**src/rtl/mem_port_arbiter_if.sv**
```systemverilog
// Bundle of every handshake/bus signal around mem_port_arbiter: the CPU
// instruction-fetch port, the CPU data port and the unified memory port.
// The slave modport is the arbiter's view (it serves the CPU requesters and
// drives the memory port); the master modport is the surrounding system.
interface mem_port_arbiter_if #(
  parameter int ADDR_W = 32,
  parameter int DATA_W = 32
);
  // Instruction-fetch requester
  logic                  inst_req;
  logic [ADDR_W-1:0]     inst_addr;
  logic [DATA_W-1:0]     inst_rdata;
  logic                  inst_ready;

  // Data requester
  logic                  data_req;
  logic                  data_wr;
  logic [DATA_W/8-1:0]   data_wstrb;
  logic [ADDR_W-1:0]     data_addr;
  logic [DATA_W-1:0]     data_wdata;
  logic [DATA_W-1:0]     data_rdata;
  logic                  data_ready;

  // Shared memory port
  logic                  mem_req;
  logic                  mem_wr;
  logic [DATA_W/8-1:0]   mem_wstrb;
  logic [ADDR_W-1:0]     mem_addr;
  logic [DATA_W-1:0]     mem_wdata;
  logic                  mem_ack;
  logic [DATA_W-1:0]     mem_rdata;

  logic                  busy;

  modport slave (
    input  inst_req, inst_addr,
    output inst_rdata, inst_ready,
    input  data_req, data_wr, data_wstrb, data_addr, data_wdata,
    output data_rdata, data_ready,
    output mem_req, mem_wr, mem_wstrb, mem_addr, mem_wdata,
    input  mem_ack, mem_rdata,
    output busy
  );

  modport master (
    output inst_req, inst_addr,
    input  inst_rdata, inst_ready,
    output data_req, data_wr, data_wstrb, data_addr, data_wdata,
    input  data_rdata, data_ready,
    input  mem_req, mem_wr, mem_wstrb, mem_addr, mem_wdata,
    output mem_ack, mem_rdata,
    input  busy
  );
endinterface

```
**src/rtl/mem_port_arbiter.sv**
```systemverilog
// Shares one single-ported memory between the instruction-fetch and data
// requesters. Data wins conflicts, except that after STARVE_MAX consecutive
// lost conflicts the fetch side is granted. Each grant is latched into the
// mem_* registers, held until mem_ack, and completed with a one-cycle ready.
module mem_port_arbiter #(
  parameter int ADDR_W     = 32,
  parameter int DATA_W     = 32,
  parameter int STARVE_MAX = 4,
  parameter int CNT_W      = 3
) (
  input  logic              clk,
  input  logic              rst,
  mem_port_arbiter_if.slave bus
);
  localparam int               STRB_W     = DATA_W / 8;
  localparam logic [CNT_W-1:0] STARVE_LIM = CNT_W'(STARVE_MAX);

  typedef enum logic [2:0] {IDLE, BUSY_I, BUSY_D, RESP_I, RESP_D} state_t;

  state_t              state;
  logic [CNT_W-1:0]    starve_cnt;

  logic                mem_req_q;
  logic                mem_wr_q;
  logic [STRB_W-1:0]   mem_wstrb_q;
  logic [ADDR_W-1:0]   mem_addr_q;
  logic [DATA_W-1:0]   mem_wdata_q;
  logic [DATA_W-1:0]   inst_rdata_q;
  logic                inst_ready_q;
  logic [DATA_W-1:0]   data_rdata_q;
  logic                data_ready_q;

  logic                starved;
  logic                grant_inst;
  logic                grant_data;

  // Arbitration decision for the current cycle (only acted on in IDLE)
  always_comb begin
    starved    = (STARVE_MAX != 0) && (starve_cnt == STARVE_LIM);
    grant_inst = bus.inst_req && (!bus.data_req || starved);
    grant_data = bus.data_req && !grant_inst;
  end

  // Arbiter FSM with registered memory-port and completion outputs
  always_ff @(posedge clk or negedge rst) begin
    if (!rst) begin
      state        <= IDLE;
      starve_cnt   <= '0;
      mem_req_q    <= 1'b0;
      mem_wr_q     <= 1'b0;
      mem_wstrb_q  <= '0;
      mem_addr_q   <= '0;
      mem_wdata_q  <= '0;
      inst_rdata_q <= '0;
      inst_ready_q <= 1'b0;
      data_rdata_q <= '0;
      data_ready_q <= 1'b0;
    end else begin
      case (state)
        IDLE: begin
          if (grant_inst) begin
            starve_cnt  <= '0;
            mem_req_q   <= 1'b1;
            mem_wr_q    <= 1'b0;
            mem_wstrb_q <= '0;
            mem_addr_q  <= bus.inst_addr;
            mem_wdata_q <= '0;
            state       <= BUSY_I;
          end else if (grant_data) begin
            // Count only conflicts the fetch side actually lost
            if (bus.inst_req && (starve_cnt != STARVE_LIM))
              starve_cnt <= starve_cnt + CNT_W'(1);
            mem_req_q   <= 1'b1;
            mem_wr_q    <= bus.data_wr;
            mem_wstrb_q <= bus.data_wr ? bus.data_wstrb : '0;
            mem_addr_q  <= bus.data_addr;
            mem_wdata_q <= bus.data_wdata;
            state       <= BUSY_D;
          end
        end
        BUSY_I: begin
          if (bus.mem_ack) begin
            mem_req_q    <= 1'b0;
            inst_rdata_q <= bus.mem_rdata;
            inst_ready_q <= 1'b1;
            state        <= RESP_I;
          end
        end
        BUSY_D: begin
          if (bus.mem_ack) begin
            mem_req_q    <= 1'b0;
            data_rdata_q <= mem_wr_q ? '0 : bus.mem_rdata;
            data_ready_q <= 1'b1;
            state        <= RESP_D;
          end
        end
        RESP_I: begin
          inst_ready_q <= 1'b0;
          state        <= IDLE;
        end
        RESP_D: begin
          data_ready_q <= 1'b0;
          state        <= IDLE;
        end
        default: state <= IDLE;
      endcase
    end
  end

  assign bus.mem_req    = mem_req_q;
  assign bus.mem_wr     = mem_wr_q;
  assign bus.mem_wstrb  = mem_wstrb_q;
  assign bus.mem_addr   = mem_addr_q;
  assign bus.mem_wdata  = mem_wdata_q;
  assign bus.inst_rdata = inst_rdata_q;
  assign bus.inst_ready = inst_ready_q;
  assign bus.data_rdata = data_rdata_q;
  assign bus.data_ready = data_ready_q;
  assign bus.busy       = (state != IDLE);
endmodule

```
**src/flat_wrapper.sv**
```systemverilog
// flat-port wrapper written by rule: the top's interface ports become plain ports
module mem_port_arbiter_flat 
#(
  parameter int ADDR_W     = 32,
  parameter int DATA_W     = 32,
  parameter int STARVE_MAX = 4,
  parameter int CNT_W      = 3
)
  (clk, rst, bus_inst_req, bus_inst_addr, bus_inst_rdata, bus_inst_ready, bus_data_req, bus_data_wr, bus_data_wstrb, bus_data_addr, bus_data_wdata, bus_data_rdata, bus_data_ready, bus_mem_req, bus_mem_wr, bus_mem_wstrb, bus_mem_addr, bus_mem_wdata, bus_mem_ack, bus_mem_rdata, bus_busy);
  mem_port_arbiter_if #(.ADDR_W(ADDR_W), .DATA_W(DATA_W)) bus_i ();
  input  logic clk;
  input  logic rst;
  input wire logic [$bits(bus_i.inst_req)-1:0] bus_inst_req;
  input wire logic [$bits(bus_i.inst_addr)-1:0] bus_inst_addr;
  output wire logic [$bits(bus_i.inst_rdata)-1:0] bus_inst_rdata;
  output wire logic [$bits(bus_i.inst_ready)-1:0] bus_inst_ready;
  input wire logic [$bits(bus_i.data_req)-1:0] bus_data_req;
  input wire logic [$bits(bus_i.data_wr)-1:0] bus_data_wr;
  input wire logic [$bits(bus_i.data_wstrb)-1:0] bus_data_wstrb;
  input wire logic [$bits(bus_i.data_addr)-1:0] bus_data_addr;
  input wire logic [$bits(bus_i.data_wdata)-1:0] bus_data_wdata;
  output wire logic [$bits(bus_i.data_rdata)-1:0] bus_data_rdata;
  output wire logic [$bits(bus_i.data_ready)-1:0] bus_data_ready;
  output wire logic [$bits(bus_i.mem_req)-1:0] bus_mem_req;
  output wire logic [$bits(bus_i.mem_wr)-1:0] bus_mem_wr;
  output wire logic [$bits(bus_i.mem_wstrb)-1:0] bus_mem_wstrb;
  output wire logic [$bits(bus_i.mem_addr)-1:0] bus_mem_addr;
  output wire logic [$bits(bus_i.mem_wdata)-1:0] bus_mem_wdata;
  input wire logic [$bits(bus_i.mem_ack)-1:0] bus_mem_ack;
  input wire logic [$bits(bus_i.mem_rdata)-1:0] bus_mem_rdata;
  output wire logic [$bits(bus_i.busy)-1:0] bus_busy;
  assign bus_i.inst_req = bus_inst_req;
  assign bus_i.inst_addr = bus_inst_addr;
  assign bus_inst_rdata = bus_i.inst_rdata;
  assign bus_inst_ready = bus_i.inst_ready;
  assign bus_i.data_req = bus_data_req;
  assign bus_i.data_wr = bus_data_wr;
  assign bus_i.data_wstrb = bus_data_wstrb;
  assign bus_i.data_addr = bus_data_addr;
  assign bus_i.data_wdata = bus_data_wdata;
  assign bus_data_rdata = bus_i.data_rdata;
  assign bus_data_ready = bus_i.data_ready;
  assign bus_mem_req = bus_i.mem_req;
  assign bus_mem_wr = bus_i.mem_wr;
  assign bus_mem_wstrb = bus_i.mem_wstrb;
  assign bus_mem_addr = bus_i.mem_addr;
  assign bus_mem_wdata = bus_i.mem_wdata;
  assign bus_i.mem_ack = bus_mem_ack;
  assign bus_i.mem_rdata = bus_mem_rdata;
  assign bus_busy = bus_i.busy;
  mem_port_arbiter #(.ADDR_W(ADDR_W), .DATA_W(DATA_W), .STARVE_MAX(STARVE_MAX), .CNT_W(CNT_W)) u_core (.clk(clk), .rst(rst), .bus(bus_i));
endmodule
```
**config.mk**
```make
export PLATFORM = sky130hd
export DESIGN_NAME = mem_port_arbiter_flat
export DESIGN_NICKNAME = d
export VERILOG_FILES = /design/src/rtl/mem_port_arbiter_if.sv /design/src/rtl/mem_port_arbiter.sv /design/src/flat_wrapper.sv
export SDC_FILE = /design/constraint.sdc
export NUM_CORES = 1
export LEC_CHECK = 0
export BUFFER_PORTS_ARGS = -buffer_cell sky130_fd_sc_hd__buf_2
export CORE_UTILIZATION = 45
export DETAILED_ROUTE_END_ITERATION = 6
export PLACE_DENSITY = 0.79
export SLEW_MARGIN = 20
export SYNTH_ARGS = -nofsm -noshare
export SYNTH_HDL_FRONTEND = slang
export SYNTH_SLANG_ARGS = --single-unit
```
**constraint.sdc**
```tcl
create_clock -name clk -period 1.92 [get_ports clk]
set_input_delay 0.192 -clock clk [delete_from_list [all_inputs] [get_ports clk]]
set_output_delay 0.192 -clock clk [all_outputs]
set_load 0.05 [all_outputs]
```
**After elaboration in Yosys (flattened, before gate mapping)**

Index checks and enable logic that the tools add are counted.

- Word-level logic and storage cells: 69
- Flip-flop bits (word level): 142
- Bits of input ports: 138

- Reductions and logical operators: 22
- Muxes and demuxes: 25
- Equal/unequal tests: 10
- Add/sub/neg operators: 1

Operators by type and width:

| kind | count |
|---|---|
| two-way mux 32 bit | 5 |
| two-way mux 3 bit | 7 |
| two-way mux 4 bit | 3 |
| AND reduction 2 bit | 5 |
| nonzero test 2 bit | 5 |
| case mux 3 bit (3 select lines) | 1 |
| AND reduction 3 bit | 3 |
| == test 3 x 2 -> 1 bit (second input constant) | 2 |
| == test 3 bit (second input constant) | 2 |
| two-way mux 1 bit | 6 |
| case mux 1 bit (2 select lines) | 3 |
| != test 2 bit (second input constant) | 2 |
| adder 3 x 1 -> 3 bit (second input constant) | 1 |
| == test 3 x 1 -> 1 bit (second input constant) | 1 |
| logical AND 1 bit | 3 |
| zero test 3 bit | 1 |
| != test 3 x 1 -> 1 bit (second input constant) | 1 |
| != test 3 bit (second input constant) | 1 |
| nonzero test 3 bit | 1 |
| zero test 1 bit | 2 |
| != test 2 x 1 -> 1 bit (second input constant) | 1 |
| OR reduction 2 bit | 1 |
| logical OR 1 bit | 1 |

**Depth between registers and ports, before layout**

Gate-level depths: netlist of run 1.

- Depth in word-level cells: 8
- Depth in mapped cells: 7
- Gate-level depth less buffers: 5

**Worst setup path after synthesis of run 1**

Ideal clock, no wire load.

- Path kind: flip-flop to flip-flop
- From: reg u_core.starve_cnt[0]
- To: reg u_core.mem_wdata_q[10] (netlist: u_core.bus.mem_wdata[10])
- Period minus slack after synthesis: 1.584 ns
- Arrival: 1.517 ns
- Buffers on the path: 2
- Required time: 1.853 ns
- Library setup time: 0.067 ns
- Stages on the path, launching flop included: 8
- Path slack: 0.336 ns
- Cells stage by stage: dfrtp_1 -> inv_1 -> ha_1 -> a21bo_1 -> buf_6 -> a211oi_4 -> buf_6 -> a22o_1

- Longest elaborated chain between the ends: 7
- Elaborated cells on any way between the ends: 8
- Those cells by class: 1 x eq/ne; 1 x mux; 6 x reduce/logical

RTL lines:

| item | RTL line | RTL |
|---|---|---|
| start: declaration | mem_port_arbiter.sv:21 | `logic [CNT_W-1:0] starve_cnt;` |
| start signal: assignment | mem_port_arbiter.sv:72 | `starve_cnt <= starve_cnt + CNT_W'(1);` |
| == test 3 bit (*) | mem_port_arbiter.sv:39 | `starved = (STARVE_MAX != 0) && (starve_cnt == STARVE_LIM);` |
| logical OR 1 bit (*) | mem_port_arbiter.sv:40 | `grant_inst = bus.inst_req && (!bus.data_req \|\| starved);` |
| logical AND 1 bit (*) | mem_port_arbiter.sv:40 |  |
| zero test 1 bit | mem_port_arbiter.sv:41 | `grant_data = bus.data_req && !grant_inst;` |
| logical AND 1 bit | mem_port_arbiter.sv:41 |  |
| nonzero test 2 bit (no source line) | n/a |  |
| AND reduction 2 bit (no source line) | n/a |  |
| end signal: assignment | mem_port_arbiter.sv:77 | `mem_wdata_q <= bus.data_wdata;` |
| end: declaration | mem_port_arbiter.sv:27 | `logic [DATA_W-1:0] mem_wdata_q;` |

Every way passes the cells marked *; elsewhere a longest branch is shown, timed or not.
A chain may end at the register's enable or synchronous reset.

**Worst setup path after layout of run 1**

- From: reg u_core.mem_wr_q (netlist: u_core.bus.mem_wr)
- To: out bus_mem_wr

RTL lines:

| item | RTL line | RTL |
|---|---|---|
| start: declaration | mem_port_arbiter.sv:24 | `logic mem_wr_q;` |
| start signal: assignment | mem_port_arbiter.sv:74 | `mem_wr_q <= bus.data_wr;` |
| end: declaration | flat_wrapper.sv:25 | `output wire logic [$bits(bus_i.mem_wr)-1:0] bus_mem_wr;` |

No word-level cell between the ends.

==> results.md, run 1 <==
- Status: complete, no violations
- Worst path max stage delay: 700 ps
- Clock-pin slew on the worst setup and hold paths: 60 ps
- Detailed Place HPWL: 11100 µm
- Reg power frac: 0.281
- Gpl congestion: 0.819
- # port buffers: 274
- GRT overflow: 0
- DRT Wirelength: 16600 µm
- Syn Nets: 675
- CTS tree: built
- Leading area contributor after synthesis: dfrtp_1
- Die Footprint: 13800 µm²
- Critical Path End Type: primary output
- Worst path top cell family by delay: flip-flops
- Final period util: 0.875
- Routed len/inst: 16.4 µm
- Setup TNS: 0 ps
- Psw: 8.96 mW
- Setup repair after global routing missed its margin: false
- Register area share after synthesis: 0.591
- Post-route setup slack: 240 ps
- Sw Ratio: 0.487
- Final net count: 972
- Antenna cell count: 0
- Core area: 12800 µm²
- Largest net degree at the start of global routing: 66
- Vias in the first global route: 5330
- Fmax: 595 MHz
- Slowest CP cell: dfrtp_1
- CP cell instances: buf_2
- Required time of the critical path: 1730 ps
- Total GRT Usage: 0.249
- DRC Markers: 0
- Post-synth EDFFs: 0
- ANT nets after route: 0
- Routed vias: 5402
- H-tree lvl count: 4
- Crit Path Category: reg2out
- Synth unique cells: 34
- Worst-path fanout max: 18
- Max-Cap Viols: 0
- Number of antenna violations at the first check in global routing: 0
- First-pass GRT wire length: 27100 µm
- # clock sinks: 142
- Site Rows: 41
- Die Height: 118 µm
- Commonest cells post-synth: dfrtp_1 (142), o21ai_0 (73), nand2_1 (40)
- Initial DRC Count: 471
- Initial core utilization: 0.469
- Post-Syn Instances: 535
- Pint: 9.44 mW
- # resized after CTS: 0
- Yosys reg bits: 142
- Chip Width: 118 µm
- Critical path arrival: 1490 ps
- Clock root cell: clkbuf_16
- Final hold vios: 0
- Worst hold path class: in2reg
- Tmin final: 1680 ps
- Leakage: 4.22 nW
- Slew margin rel.: 0.613
- Count leader, synth: dfrtp_1
- Synthesized area: 6010 µm²
- Later-pin clock latency in the skew report: 410 ps
- Synthesized area per cell: 11.2 µm²
- Startpoint types: flip-flop
- Fillcell total: 1016
- Area grow syn2layout: 42.5%
- Max rail drop VDD: 0.980 mV
- Synth area leaders: dfrtp_1 (59%), o21ai_0 (6.1%), mux2_2 (4.9%)
- Slew @ Worst Pin: 581 ps
- PwrDens: 2150 nW/µm²
- Logic pwr share: 0.516
- CP bufs+invs: 1
- Buffers from clock root to sink, at most: 2
- Final setup vio count: 0
- Share of the synthesized area in the top cell type: 0.591
- Most used DFF post-synth: dfrtp_1
- Pre-Repair DR Iteration Count: 4
- Vias per cell: 5.32
- Yosys synthesis warning count: 0
- TritonCTS buffer count: 17
- Synth async-reset ratio: 1.00
- Clock Skew: 6.03 ps
- Final Max Slew Viols: 0
- Clock share of power: 0.204
- Dpl ws: 278 ps
- Share of cells above drive strength 1: 0.435
- I/O Pins: 275
-- per-layer routing --
| metal | GRT usage | wire length [µm] |
|---|---|---|
| met5 | 0 | 0 |
| met4 | 0.0962 | 388 |
| met3 | 0.0596 | 994 |
| met2 | 0.400 | 8160 |
| met1 | 0.326 | 7100 |
-- power groups by stage --
stage	registers (mW)	clock network (mW)	logic, mW
after detailed placement	5.18	0	9.48
after global placement	5.16	0	9.33
after floorplan	9.66	0	2.61
final	5.17	3.75	9.49
after CTS	5.16	3.81	9.52
after global routing	5.34	3.96	10.0
-- registers in the layout, summed over array words and instances (netlist names) --
name	flops
u_core.bus.data_rdata	32
u_core.bus.mem_addr	32
u_core.bus.mem_wstrb	4
u_core.bus.mem_wdata	32
u_core.bus.data_ready	1
u_core.bus.mem_req	1
u_core.bus.inst_ready	1
u_core.state	3
u_core.starve_cnt	3
u_core.bus.mem_wr	1
u_core.bus.inst_rdata	32
-- metrics by stage --
stage | std cells | hold slack, ps | total power [mW] | util | instance area (µm²)
finish | 1016 | 23.2 | 18.4 | 0.668 | 8570
global placement | 955 | 151 | 14.5 | 0.592 | 7590
global route | 1016 | 8.61 | 19.3 | 0.668 | 8570
detailed placement | 955 | 151 | 14.7 | 0.592 | 7590
floorplan | 535 | -104 | 12.3 | - | 6010
CTS | 1015 | 2.91 | 18.5 | 0.668 | 8560
-- kinds of logic (layout without fill, tap and decap cells) --
| family | count (synthesis) | count (layout) | share of synthesized area |
|---|---|---|---|
| AO/OA/AOI/OAI | 184 | 184 | 0.188 |
| adder cells (fa/ha/maj) | 2 | 2 | 0.00416 |
| buffers and inverters | 53 | 362 | 0.0468 |
| multiplexers | 32 | 32 | 0.0637 |
| flip-flops | 142 | 142 | 0.591 |
| AND/OR/NAND/NOR | 122 | 122 | 0.106 |
-- final timing paths --
check,depth (start not counted),slack [ps],start,end
min in group asynchronous,2,270,rst,u_core.bus.data_rdata[8]
setup / recovery,1,240,u_core.bus.mem_wr,bus_mem_wr
hold / removal,2,20,bus_data_wdata[6],u_core.bus.mem_wdata[6]
setup reg to reg,6,260,u_core.starve_cnt[0],u_core.bus.mem_wdata[5]
max in group asynchronous,3,970,rst,u_core.bus.mem_wdata[29]
hold reg to reg,2,470,u_core.bus.data_rdata[22],u_core.bus.data_rdata[22]
-- area by class of cell --
cell class | count | area, µm² | area share
multi-input cells | 340 | 2190 | 0.256
inverters | 6 | 22.5 | 0.00263
flip-flops and latches | 142 | 3550 | 0.414
well taps | 172 | 215 | 0.0251
repair buffers | 325 | 1910 | 0.223
clock buffers | 21 | 470 | 0.0549
clock inverters | 10 | 209 | 0.0244
-- cell usage in the layout, fill, tap and decap left out, types with 2 or more instances in the layout --
master / Yosys / layout
a22o_1: 33 / 33
inv_1: 5 / 5
o2bb2ai_1: 4 / 4
nand3_1: 36 / 36
buf_12: 0 / 6
bufinv_16: 0 / 6
nand2b_1: 32 / 32
dlygate4sd3_1: 0 / 30
clkinvlp_4: 0 / 2
nor2_1: 3 / 2
dfrtp_1: 142 / 142
buf_4: 0 / 15
o21ai_0: 73 / 73
a31oi_1: 33 / 33
ha_1: 2 / 2
mux2_4: 6 / 6
clkbuf_16: 0 / 17
nor3b_1: 2 / 2
buf_2: 18 / 273
a21oi_1: 35 / 35
mux2_2: 26 / 26
nand2_1: 40 / 40
clkbuf_8: 0 / 3
-- worst reg2reg max path, cell delays in order, from the launching register on --
cell	delay, ps
dfrtp_1	370
inv_1	70
ha_1	240
a21bo_1	250
a211oi_4	290
buf_12	220
a22o_1	180
-- what timing repair did --
action / CTS / global route
buffers inserted: 0 / 0
hold endpoints to repair: 74 / 1
hold buffers: 29 / 1
setup endpoints to repair: 0 / 0
No activity file was read; power rests on OpenSTA's default activity.
==> inputs of run 2 (changes only) <==
RECOVER_POWER = 50   (was unset)
SLEW_MARGIN = unset   (was 20)
==> run 2 against run 1 <==
First-iteration DRC count increased by 1.3%. Fmax increased by 0.16%. Power decreased by 0.80%. Sequential share of layout area increased by 0.45 points. Count of clock-buffer cells in the layout unchanged. Core utilization decreased by 0.71 points. Critical path depth unchanged. Cell area decreased by 1.1%. Clock power about the same. Final cell count unchanged. Combinational power decreased by 2%. Largest cell class unchanged.
==> results.md, run 2 (synthesized netlist as in run 1, its figures left out) <==
- GRT overflow: 0
- Slowest CP cell: dfrtp_1
- Number of antenna violations at the first check in global routing: 0
- Core area: 12800 µm²
- Worst hold path class: in2reg
- Routed vias: 5457
- Initial DRC Count: 477
- Worst-path fanout max: 18
- Setup bufs post-CTS: 0
- CP bufs+invs: 1
- Commonest non-fill, non-tap cell in the layout: buf_2
- Critical Path End Type: primary output
- Gpl congestion: 0.819
- Final core occ: 0.661
- Vias in the first global route: 5330
- Worst path top cell family by delay: flip-flops
- Fmax: 596 MHz
- Buffers from clock root to sink, at most: 2
- Die Footprint: 13800 µm²
- ANT nets after route: 0
- Status: complete, no violations
- I/O Pins: 275
- Startpoint types: flip-flop
- Setup repair after global routing missed its margin: false
- Leakage: 4.01 nW
- Clock Skew: 6.19 ps
- Critical path arrival: 1490 ps
- Tmin final: 1680 ps
- TritonCTS buffer count: 17
- First-pass GRT wire length: 27100 µm
- Commonest cells after routing, fill and taps aside: buf_2 (208), dfrtp_1 (142), o21ai_0 (73)
- DRT Wirelength: 16800 µm
- Required time of the critical path: 1730 ps
- Clock-pin slew on the worst setup and hold paths: 60 ps
- Crit path launch: u_core.bus.mem_wr
- Overall power: 18.3 mW
- H-tree lvl count: 4
- Area grow syn2layout: 41.0%
- Final hold vios: 0
- CP cell instances: buf_2
- Final net count: 972
- # clock sinks: 142
- DRC Markers: 0
- Final setup vio count: 0
- Total GRT Usage: 0.249
- Antenna cell count: 0
- Detailed Place HPWL: 11100 µm
- Pre-Repair DR Iteration Count: 5
- Largest net degree at the start of global routing: 66
- Site Rows: 41
- Later-pin clock latency in the skew report: 410 ps
- # port buffers: 274
- Crit Path Category: reg2out
- PwrDens: 2150 nW/µm²
- Worst path max stage delay: 700 ps
- Slew @ Worst Pin: 1250 ps
- Fillcell total: 1057
- Slew margin rel.: 0.166
- Chip Width: 118 µm
- Die Height: 118 µm
- Initial core utilization: 0.469
- HP Start: bus_data_wdata[6]
- FF-to-FF Start: u_core.starve_cnt[0]
- Final period util: 0.874
- Max-Cap Viols: 0
- Final Max Slew Viols: 0
- Share of cells above drive strength 1: 0.357
- Post-route setup slack: 243 ps
- Max rail drop VDD: 0.982 mV
- Setup TNS: 0 ps
- Clock root cell: clkbuf_16
- Routed len/inst: 16.5 µm
- CTS tree: built
- Dpl ws: 278 ps
- Vias per cell: 5.37
-- run 2: power breakdown --
group,internal [mW],switching [mW],leakage (nW)
Combinational,2.35,6.97,1.94
Sequential,4.37,0.824,1.74
Clock,2.53,1.21,0.325
Total,9.25,9.00,4.01
-- run 2: final timing paths --
path | to | slack [ps] | depth (start not counted)
max | bus_mem_wr | 240 | 1
min | u_core.bus.mem_wdata[6] | 20 | 2
max reg2reg | u_core.bus.mem_wdata[5] | 260 | 6
min reg2reg | u_core.bus.data_rdata[7] | 480 | 2
max in group asynchronous | u_core.bus.mem_wdata[31] | 330 | 3
min in group asynchronous | u_core.bus.data_rdata[8] | 570 | 2
-- run 2: metrics by stage --
step | hold WS (ps) | instances | area, µm²
2_1_floorplan | -104 | 535 | 6010
3_3_place_gp | 151 | 955 | 7590
3_5_place_dp | 151 | 955 | 7590
4_1_cts | 2.91 | 1015 | 8560
5_1_grt | 8.61 | 1016 | 8480
6_report | 24.3 | 1016 | 8480
-- run 2: per-layer routing --
metal	routed length, µm	track usage
met5	0	0
met4	399	0.0962
met3	1020	0.0596
met2	8140	0.400
met1	7200	0.326
-- run 2: cell type report --
type	instances	area, µm²	share of cell area
Inverter	6	22.5	0.00266
Timing Repair Buffer	325	1820	0.214
Clock buffer	21	470	0.0555
Sequential cell	142	3550	0.419
Tap cell	172	215	0.0254
Clock inverter	10	209	0.0246
Multi-Input combinational cell	340	2190	0.258
-- run 2: what timing repair did --
item,4_1_cts,5_1_grt
hold endpoints to repair,74,1
setup endpoints to repair,0,0
resized for setup,0,0
hold buffers,29,1
==> inputs of run 3 (changes only) <==
==> constraint.sdc (replaced) <==
create_clock -name clk -period 1.92 [get_ports clk]
set_input_delay 0.288 -clock clk [delete_from_list [all_inputs] [get_ports clk]]
set_output_delay 0.288 -clock clk [all_outputs]
set_load 0.05 [all_outputs]
==> run 3 against run 2 <==
Clock power down 12%. Combinational power about the same. Critical endpoint is now bus_busy. Non-clock buffer count fell by 25. Sequential cell count unchanged. Count of clock-buffer cells in the layout is 2 lower. Wire length down 2.9%. Final cell count decreased by 2.4%.
==> results.md, run 3 (synthesized netlist as in run 1, its figures left out) <==
- Startpoint types: flip-flop
- Max rail drop VDD: 0.965 mV
- DRC Markers: 0
- Later-pin clock latency in the skew report: 410 ps
- Worst-path fanout max: 7
- Detailed Place HPWL: 11400 µm
- Gpl congestion: 0.827
- Critical Path End Type: primary output
- Vias in the first global route: 5082
- Post-CTS Hold Fix Bufs: 1
- Site Rows: 41
- Max-Cap Viols: 0
- Final net count: 947
- Pre-Repair DR Iteration Count: 5
- H-tree lvl count: 4
- # port buffers: 274
- DRT Wirelength: 16300 µm
- Slew @ Worst Pin: 1210 ps
- Chip Width: 118 µm
- Commonest non-fill, non-tap cell in the layout: buf_2
- GRT overflow: 0
- Final hold vios: 0
- ANT nets after route: 0
- Setup repair after global routing missed its margin: false
- Hold slack: 89.3 ps
- I/O Pins: 275
- Buffers from clock root to sink, at most: 2
- TritonCTS buffer count: 17
- Commonest cells after routing, fill and taps aside: buf_2 (208), dfrtp_1 (142), o21ai_0 (73)
- Hold depth: 2
- Clock root cell: clkbuf_16
- Largest net degree at the start of global routing: 66
- Required time of the critical path: 1630 ps
- # clock sinks: 142
- Fmax: 547 MHz
- Routed vias: 5260
- Status: complete, no violations
- Clock Skew: 4.96 ps
- Worst r2r dst: u_core.bus.mem_wdata[0]
- Setup TNS: 0 ps
- Setup bufs post-CTS: 0
- Crit Path Category: reg2out
- Hold Path Sink: u_core.bus.mem_wdata[29]
- First-pass GRT wire length: 25800 µm
- Worst R2R Path Depth: 6
- Number of antenna violations at the first check in global routing: 0
- FF-to-FF Start: u_core.starve_cnt[0]
- # resized after CTS: 0
- Worst hold path class: in2reg
- Share of cells above drive strength 1: 0.372
- R2R setup slack: 260 ps
- Dpl ws: 277 ps
- Antenna cell count: 0
- Final setup vio count: 0
- Slew margin rel.: 0.190
- Area grow syn2layout: 35.7%
- Final period util: 0.952
- Post-route setup slack: 91.6 ps
- Clock-pin slew on the worst setup and hold paths: 60 ps
- Initial core utilization: 0.469
- Die Footprint: 13800 µm²
- HP Start: bus_data_wdata[29]
- Routed len/inst: 16.4 µm
- Overall power: 17.8 mW
- PwrDens: 2180 nW/µm²
- Total GRT Usage: 0.236
- CTS tree: built
- Vias per cell: 5.30
- Critical path arrival: 1540 ps
- Final Max Slew Viols: 0
- Tmin final: 1830 ps
- Leakage: 3.86 nW
- Die Height: 118 µm
- Initial DRC Count: 378
- Core area: 12800 µm²
==> run 3: cell count changes in the layout (fill, tap and decap cells not counted), sizes merged <==
cell         delta
dlygate4sd3    -29
bufinv          -3
clkinvlp        +3
buf             +2
clkinv          +2
inv             +1
==> run 3: area by class of cell <==
type,instances,area [µm²]
multi-input cells,340,2190
fillers,1112,4660
clock buffers,19,433
inverters,6,22.5
well taps,172,215
clock inverters,13,166
flip-flops and latches,142,3550
repair buffers,300,1580
==> run 3: worst max-delay path, stage by stage (launching register included) <==
cell,delay [ps]
dfrtp_1,480
nor3_4,310
inv_2,110
buf_2,230
==> run 3: how the worst max path moves through the flow <==
stage                                     from                       end  slack, ps
after CTS                      u_core.state[1]                  bus_busy         70
after global placement    u_core.starve_cnt[0]   u_core.bus.mem_wdata[0]        330
after detailed placement  u_core.starve_cnt[0]   u_core.bus.mem_wdata[0]        280
final                          u_core.state[1]                  bus_busy         90
after floorplan           u_core.starve_cnt[0]  u_core.bus.mem_wdata[10]        340
after global routing           u_core.state[1]                  bus_busy         10
==> run 3: stage by stage <==
stage / cells / util / area (µm²)
3_3_place_gp: 959 / 0.597 / 7660
2_1_floorplan: 535 / - / 6010
4_1_cts: 992 / 0.645 / 8270
6_report: 992 / 0.636 / 8160
3_5_place_dp: 959 / 0.597 / 7660
5_1_grt: 992 / 0.636 / 8160
==> run 3: metal layers <==
metal  track usage  wire length, µm
met5             0                0
met4        0.0809              342
met3        0.0581              945
met2         0.388             7970
met1         0.305             7010
==> run 3: report_power, final <==
part / internal, mW / leakage [nW] / total (mW) / switching (mW)
registers: 4.37 / 1.74 / 5.18 / 0.809
clock network: 2.05 / 0.277 / 3.30 / 1.26
logic: 2.37 / 1.85 / 9.34 / 6.97
